--- config.mk ---
export PLATFORM = sky130hd
export DESIGN_NAME = rx_unstuff_deser_flat
export DESIGN_NICKNAME = d
export VERILOG_FILES = /design/src/rtl/rx_pkg.sv /design/src/rtl/rx_unstuff_deser_if.sv /design/src/rtl/rx_shift_reg.sv /design/src/rtl/rx_unstuff_deser.sv /design/src/flat_wrapper.sv
export SDC_FILE = /design/constraint.sdc
export NUM_CORES = 1
export LEC_CHECK = 0
export ABC_AREA = 1
export BUFFER_PORTS_ARGS = -buffer_cell sky130_fd_sc_hd__buf_2
export CORE_UTILIZATION = 25
export DETAILED_ROUTE_END_ITERATION = 10
export GPL_TIMING_DRIVEN = 1
export PLACE_DENSITY = 0.47
export SLEW_MARGIN = 20
export SYNTH_ARGS = -nofsm -noshare
export SYNTH_HDL_FRONTEND = slang
export SYNTH_SLANG_ARGS = --single-unit
--- constraint.sdc ---
create_clock -name clk -period 3.3 [get_ports clk]
set_clock_uncertainty 0.05 [all_clocks]
set_input_delay 0.165 -clock clk [delete_from_list [all_inputs] [get_ports clk]]
set_output_delay 0.165 -clock clk [all_outputs]
set_load 0.1 [all_outputs]
--- src/rtl/rx_pkg.sv ---
// rx_pkg: shared state encoding and default sizing for the receive unstuff/deserialise stage
package rx_pkg;
    typedef enum logic {ACCEPT, STUFF} rx_state_e;
    localparam int RX_DATA_WIDTH = 8;
    localparam int RX_ONES_LIMIT = 6;
    localparam logic [7:0] SYNC_BYTE = 8'h80;
endpackage

--- src/rtl/rx_unstuff_deser_if.sv ---
// rx_unstuff_deser_if: bit-stream input and byte/error output bundle of the unstuff/deserialise stage
interface rx_unstuff_deser_if
    import rx_pkg::*;
#(
    parameter int DATA_WIDTH = RX_DATA_WIDTH
);
    logic                  d_orig;
    logic                  shift_enable;
    logic                  eop;
    logic                  clear;
    logic [DATA_WIDTH-1:0] rx_byte;
    logic                  byte_valid;
    logic                  stuff_err;
    logic                  align_err;

    modport master (
        output d_orig, shift_enable, eop, clear,
        input  rx_byte, byte_valid, stuff_err, align_err
    );

    modport slave (
        input  d_orig, shift_enable, eop, clear,
        output rx_byte, byte_valid, stuff_err, align_err
    );
endinterface

--- src/rtl/rx_shift_reg.sv ---
// rx_shift_reg: serial-in right-shift register; exposes the value it is about to hold
module rx_shift_reg #(
    parameter int WIDTH = 8
) (
    input  logic             clk,
    input  logic             n_rst,
    input  logic             shift_en,
    input  logic             clr,
    input  logic             din,
    output logic [WIDTH-1:0] pdata_next
);
    logic [WIDTH-1:0] sr_q, sr_d;

    assign pdata_next = {din, sr_q[WIDTH-1:1]};

    always_comb begin
        sr_d = clr ? '0 : shift_en ? pdata_next : sr_q;
    end

    always_ff @(posedge clk or negedge n_rst) begin
        if (!n_rst) sr_q <= '0;
        else        sr_q <= sr_d;
    end
endmodule

--- src/rtl/rx_unstuff_deser.sv ---
// rx_unstuff_deser: drops USB stuff bits and assembles LSB-first bytes with sticky error flags
module rx_unstuff_deser
    import rx_pkg::*;
#(
    parameter int DATA_WIDTH = RX_DATA_WIDTH,
    parameter int ONES_LIMIT = RX_ONES_LIMIT
) (
    input  logic              clk,
    input  logic              n_rst,
    rx_unstuff_deser_if.slave bus
);
    localparam int BW = $clog2(DATA_WIDTH + 1);
    localparam int OW = $clog2(ONES_LIMIT + 1);
    localparam logic [BW-1:0] LAST_BIT = BW'(DATA_WIDTH - 1);
    localparam logic [OW-1:0] LAST_ONE = OW'(ONES_LIMIT - 1);

    rx_state_e             state_q, state_d;
    logic [BW-1:0]         bit_cnt_q, bit_cnt_d;
    logic [OW-1:0]         ones_cnt_q, ones_cnt_d;
    logic [DATA_WIDTH-1:0] rx_byte_q, rx_byte_d;
    logic                  byte_valid_q, byte_valid_d;
    logic                  stuff_err_q, stuff_err_d;
    logic                  align_err_q, align_err_d;
    logic                  sr_shift, sr_clr;
    logic [DATA_WIDTH-1:0] sr_next;

    rx_shift_reg #(.WIDTH(DATA_WIDTH)) u_sr (
        .clk        (clk),
        .n_rst      (n_rst),
        .shift_en   (sr_shift),
        .clr        (sr_clr),
        .din        (bus.d_orig),
        .pdata_next (sr_next)
    );

    always_comb begin
        state_d      = state_q;
        bit_cnt_d    = bit_cnt_q;
        ones_cnt_d   = ones_cnt_q;
        rx_byte_d    = rx_byte_q;
        byte_valid_d = 1'b0;
        stuff_err_d  = stuff_err_q;
        align_err_d  = align_err_q;
        sr_shift     = 1'b0;
        sr_clr       = 1'b0;
        // clear outranks any bit on the same cycle, so a completing byte is lost too
        if (bus.clear) begin
            sr_clr      = 1'b1;
            state_d     = ACCEPT;
            bit_cnt_d   = '0;
            ones_cnt_d  = '0;
            stuff_err_d = 1'b0;
            align_err_d = 1'b0;
        end else if (bus.shift_enable && bus.eop) begin
            sr_clr      = 1'b1;
            state_d     = ACCEPT;
            bit_cnt_d   = '0;
            ones_cnt_d  = '0;
            align_err_d = align_err_q | (bit_cnt_q != '0);
        end else if (bus.shift_enable && state_q == STUFF) begin
            state_d     = ACCEPT;
            ones_cnt_d  = '0;
            stuff_err_d = stuff_err_q | bus.d_orig;
        end else if (bus.shift_enable) begin
            sr_shift     = 1'b1;
            ones_cnt_d   = bus.d_orig ? ones_cnt_q + 1'b1 : '0;
            state_d      = (bus.d_orig && ones_cnt_q == LAST_ONE) ? STUFF : ACCEPT;
            bit_cnt_d    = (bit_cnt_q == LAST_BIT) ? '0 : bit_cnt_q + 1'b1;
            byte_valid_d = (bit_cnt_q == LAST_BIT);
            rx_byte_d    = (bit_cnt_q == LAST_BIT) ? sr_next : rx_byte_q;
        end
    end

    always_ff @(posedge clk or negedge n_rst) begin
        if (!n_rst) begin
            state_q      <= ACCEPT;
            bit_cnt_q    <= '0;
            ones_cnt_q   <= '0;
            rx_byte_q    <= '0;
            byte_valid_q <= 1'b0;
            stuff_err_q  <= 1'b0;
            align_err_q  <= 1'b0;
        end else begin
            state_q      <= state_d;
            bit_cnt_q    <= bit_cnt_d;
            ones_cnt_q   <= ones_cnt_d;
            rx_byte_q    <= rx_byte_d;
            byte_valid_q <= byte_valid_d;
            stuff_err_q  <= stuff_err_d;
            align_err_q  <= align_err_d;
        end
    end

    assign bus.rx_byte    = rx_byte_q;
    assign bus.byte_valid = byte_valid_q;
    assign bus.stuff_err  = stuff_err_q;
    assign bus.align_err  = align_err_q;
endmodule

--- src/flat_wrapper.sv ---
// flat-port wrapper written by rule: the top's interface ports become plain ports
module rx_unstuff_deser_flat import rx_pkg::*;
#(
    parameter int DATA_WIDTH = RX_DATA_WIDTH,
    parameter int ONES_LIMIT = RX_ONES_LIMIT
)
  (clk, n_rst, bus_d_orig, bus_shift_enable, bus_eop, bus_clear, bus_rx_byte, bus_byte_valid, bus_stuff_err, bus_align_err);
  rx_unstuff_deser_if #(.DATA_WIDTH(DATA_WIDTH)) bus_i ();
  input  logic clk;
  input  logic n_rst;
  input wire logic [$bits(bus_i.d_orig)-1:0] bus_d_orig;
  input wire logic [$bits(bus_i.shift_enable)-1:0] bus_shift_enable;
  input wire logic [$bits(bus_i.eop)-1:0] bus_eop;
  input wire logic [$bits(bus_i.clear)-1:0] bus_clear;
  output wire logic [$bits(bus_i.rx_byte)-1:0] bus_rx_byte;
  output wire logic [$bits(bus_i.byte_valid)-1:0] bus_byte_valid;
  output wire logic [$bits(bus_i.stuff_err)-1:0] bus_stuff_err;
  output wire logic [$bits(bus_i.align_err)-1:0] bus_align_err;
  assign bus_i.d_orig = bus_d_orig;
  assign bus_i.shift_enable = bus_shift_enable;
  assign bus_i.eop = bus_eop;
  assign bus_i.clear = bus_clear;
  assign bus_rx_byte = bus_i.rx_byte;
  assign bus_byte_valid = bus_i.byte_valid;
  assign bus_stuff_err = bus_i.stuff_err;
  assign bus_align_err = bus_i.align_err;
  rx_unstuff_deser #(.DATA_WIDTH(DATA_WIDTH), .ONES_LIMIT(ONES_LIMIT)) u_core (.clk(clk), .n_rst(n_rst), .bus(bus_i));
endmodule
==> impl_metrics.env <==
export IMPL_setup_violations=0
export IMPL_synth_xor_area_frac=0.00750
export IMPL_post_cts_buffers=0
export IMPL_finalWorstSetupSlack_ns=1.93
export IMPL_clock_root_buffer="clkbuf_8"
export IMPL_grt_setup_unrepaired="false"
export IMPL_p_per_area_mw_per_mm2=453
export IMPL_area_growth_pct=17.8
export IMPL_grt_start_max_net_pins=27
export IMPL_max_stage_delay_ns=0.42
export IMPL_place_gp_congestion=0.746
export IMPL_grt_pass1_vias=902
export IMPL_die_area_sq_mm=0.00495
export IMPL_cts_tree="built"
export IMPL_timing_fmax_mhz=728
export IMPL_cts_made_buffers=3
export IMPL_row_count=24
export IMPL_synth_distinct_cells=18
export IMPL_synthesis_nets=133
export IMPL_critical_path_startpoint_type="flip-flop"
export IMPL_antenna_found_initial=0
export IMPL_hold_violations=0
export IMPL_drt_pass1_iter_count=4
export IMPL_drtIter0Drc=22
export IMPL_comb_power_share=0.059
export IMPL_p_sw_frac=0.210
export IMPL_peakVddDrop_mv=0.239
export IMPL_grt_pass1_wl_um=4050
export IMPL_dp_hpwl_um=1650
export IMPL_utilization=0.312
export IMPL_status="completed"
export IMPL_cts_buffer_depth=2
export IMPL_fin_crit_ns=1.37
export IMPL_mostFrequentLayoutCell="dfrtp_1"
export IMPL_crit_path_max_fanout=16
export IMPL_wl_um=2300
export IMPL_drt_vias_per_instance=4.44
export IMPL_core_sq_mm=0.00441
export IMPL_cpMaxStageDelayCell="dfrtp_1"
export IMPL_synthMuxAreaShare=0
export IMPL_fin_tns_setup_ns=0
export IMPL_synthAdderAreaFrac=0.0429
export IMPL_syn_inst=123
export IMPL_grtUsageTotal=0.103
export IMPL_relSlewSlack=0.610
export IMPL_clkLatencyLatePin_ns=0.27
export IMPL_crit_chain="ha_1 -> nand3_1 -> inv_1 -> nand2_4 -> inv_1 -> nand2_1 -> nand2_1"
export IMPL_synth_warnings=0
export IMPL_yosysSeqAreaShare=0.557
export IMPL_clk_pin_slew_worst_paths_ns=0.09
export IMPL_clkPwrFrac=0.424
export IMPL_syn_cell_area_sq_mm=0.00117
export IMPL_fp_dieH_um=70.3
export IMPL_seqPwrFrac=0.517
export IMPL_yosys_area_share_simple=0.178
export IMPL_critPathKind="reg2reg"
export IMPL_htreeDepth=1
export IMPL_vias=862
export IMPL_synth_top_family_by_area="simple AND/OR/NAND/NOR gates"
export IMPL_ant_nets=0
export IMPL_dieWidth_um=70.3
export IMPL_cts_sinks=26
export IMPL_numPortBuffers=16
export IMPL_ys_seq_elements=26
export IMPL_power_leakage_nw=0.699
export IMPL_avgSynthCellArea_sq_um=9.49
export IMPL_worstPathRequired_ns=3.42
export IMPL_maxCapViolCount=0
export IMPL_arrival_ns=1.50
export IMPL_grt_overflow=0
export IMPL_min_path_type="in2reg"
export IMPL_p_int_mw=0.492
export IMPL_nNetsFinal=153
export IMPL_drv_slew=0
export IMPL_start_util=0.264
export IMPL_synth_compound_area_frac=0.134
export IMPL_final_cell_mix="dfrtp_1, nand2_1, inv_1"
export IMPL_period_share=0.416
export IMPL_drive_gt1_frac=0.225
export IMPL_end_kind="flip-flop"
export IMPL_wl_per_cell_um=11.8
export IMPL_drc_errors=0
export IMPL_ioPinCount=17
export IMPL_n_antenna_cell=0
export IMPL_worstMarginPinSlew_ns=0.585
export IMPL_nFillCells=450
export IMPL_switchingPower_mw=0.131
export IMPL_dp_worst_setup_slack_ns=1.93
[what timing repair did]
| action | in CTS | in global routing |
|---|---|---|
| gates resized for setup | 0 | 0 |
| setup endpoints to repair | 0 | 0 |
| hold buffers | 1 | 0 |
| hold endpoints to repair | 26 | 0 |
[cells by family (layout without fill, tap and decap cells)]
family	Yosys count	after routing
simple gates	46	46
buf+inv	22	41
compound gates	24	24
fa+ha+maj	4	4
flops	26	26
xor+xnor	1	1
[power groups by stage]
stage	Sequential (mW)	Clock, mW	Combinational [mW]
6_report	0.322	0.264	0.0366
5_1_grt	0.323	0.288	0.0418
4_1_cts	0.322	0.275	0.0376
3_5_place_dp	0.329	0	0.0365
3_3_place_gp	0.328	0	0.0355
2_1_floorplan	0.332	0	0.0164
[layout make-up]
| class | instances | area, sq um | area share |
|---|---|---|---|
| flip-flops and latches | 26 | 651 | 0.473 |
| multi-input cells | 75 | 423 | 0.308 |
| repair buffers | 17 | 90.1 | 0.0655 |
| inverters | 20 | 75.1 | 0.0546 |
| well taps | 52 | 65.1 | 0.0473 |
| clock buffers | 3 | 41.3 | 0.0300 |
| clock inverters | 1 | 30.0 | 0.0218 |
[cells in the mapped netlist]
cell type / instances / area share
dfrtp_1: 26 / 0.56
nand2_1: 24 / 0.077
inv_1: 20 / 0.064
nand3_1: 8 / 0.034
nor2_1: 8 / 0.026
o21ai_2: 7 / 0.053
o22ai_1: 7 / 0.038
o21ai_0: 5 / 0.021
a21oi_1: 4 / 0.017
ha_1: 4 / 0.043
nand2_2: 3 / 0.016
a31oi_1: 1 / 0.0054
buf_4: 1 / 0.0064
buf_6: 1 / 0.0096
nand2_4: 1 / 0.0096
nand4_1: 1 / 0.0054
nor2_4: 1 / 0.0096
xor2_1: 1 / 0.0075
[metrics by stage]
stage                     instance area (sq um)  instances  hold slack (ns)  power (mW)
after floorplan                            1170        123           -0.181       0.349
after global placement                     1290        189            0.145       0.364
after detailed placement                   1290        189            0.159       0.365
after CTS                                  1380        194           0.0235       0.635
after global routing                       1380        194           0.0291       0.653
final                                      1380        194           0.0337       0.623
[registers in the layout (all words and copies together) (netlist names)]
name	cells
u_core.u_sr.sr_q	7
u_core.ones_cnt_q	3
u_core.bus.rx_byte	8
u_core.bit_cnt_q	4
u_core.state_q	1
u_core.bus.stuff_err	1
u_core.bus.align_err	1
u_core.bus.byte_valid	1
[layer usage]
| layer | wire length, um | GRT usage |
|---|---|---|
| met3 | 119 | 0.0375 |
| met5 | 0 | 0 |
| met4 | 26 | 0.0244 |
| met1 | 1180 | 0.138 |
| met2 | 968 | 0.157 |
[path summary, 6_finish.rpt]
path,slack (ns),depth (start not counted),end,start
min in group asynchronous,0.37,2,u_core.bus.rx_byte[5]$_DFFE_PN0P_,n_rst
min reg2reg,0.44,2,u_core.bus.rx_byte[7]$_DFFE_PN0P_,u_core.bus.rx_byte[7]$_DFFE_PN0P_
max in group asynchronous,2.43,2,u_core.bit_cnt_q[2]$_DFFE_PN0P_,n_rst
max,1.93,7,u_core.bus.rx_byte[7]$_DFFE_PN0P_,u_core.bit_cnt_q[0]$_DFFE_PN0P_
min,0.03,2,u_core.bus.align_err$_DFFE_PN0P_,bus_clear
max reg2reg,1.93,7,u_core.bus.rx_byte[7]$_DFFE_PN0P_,u_core.bit_cnt_q[0]$_DFFE_PN0P_
[worst max-delay path: cells and delay by family, from the launching register on]
kind,cells,cell delay [ns]
flip-flops,1,0.42
buffers and inverters,2,0.16
AND/OR/NAND/NOR,4,0.43
adder cells (fa/ha/maj),1,0.22
No activity file was read; power rests on OpenSTA's default activity.
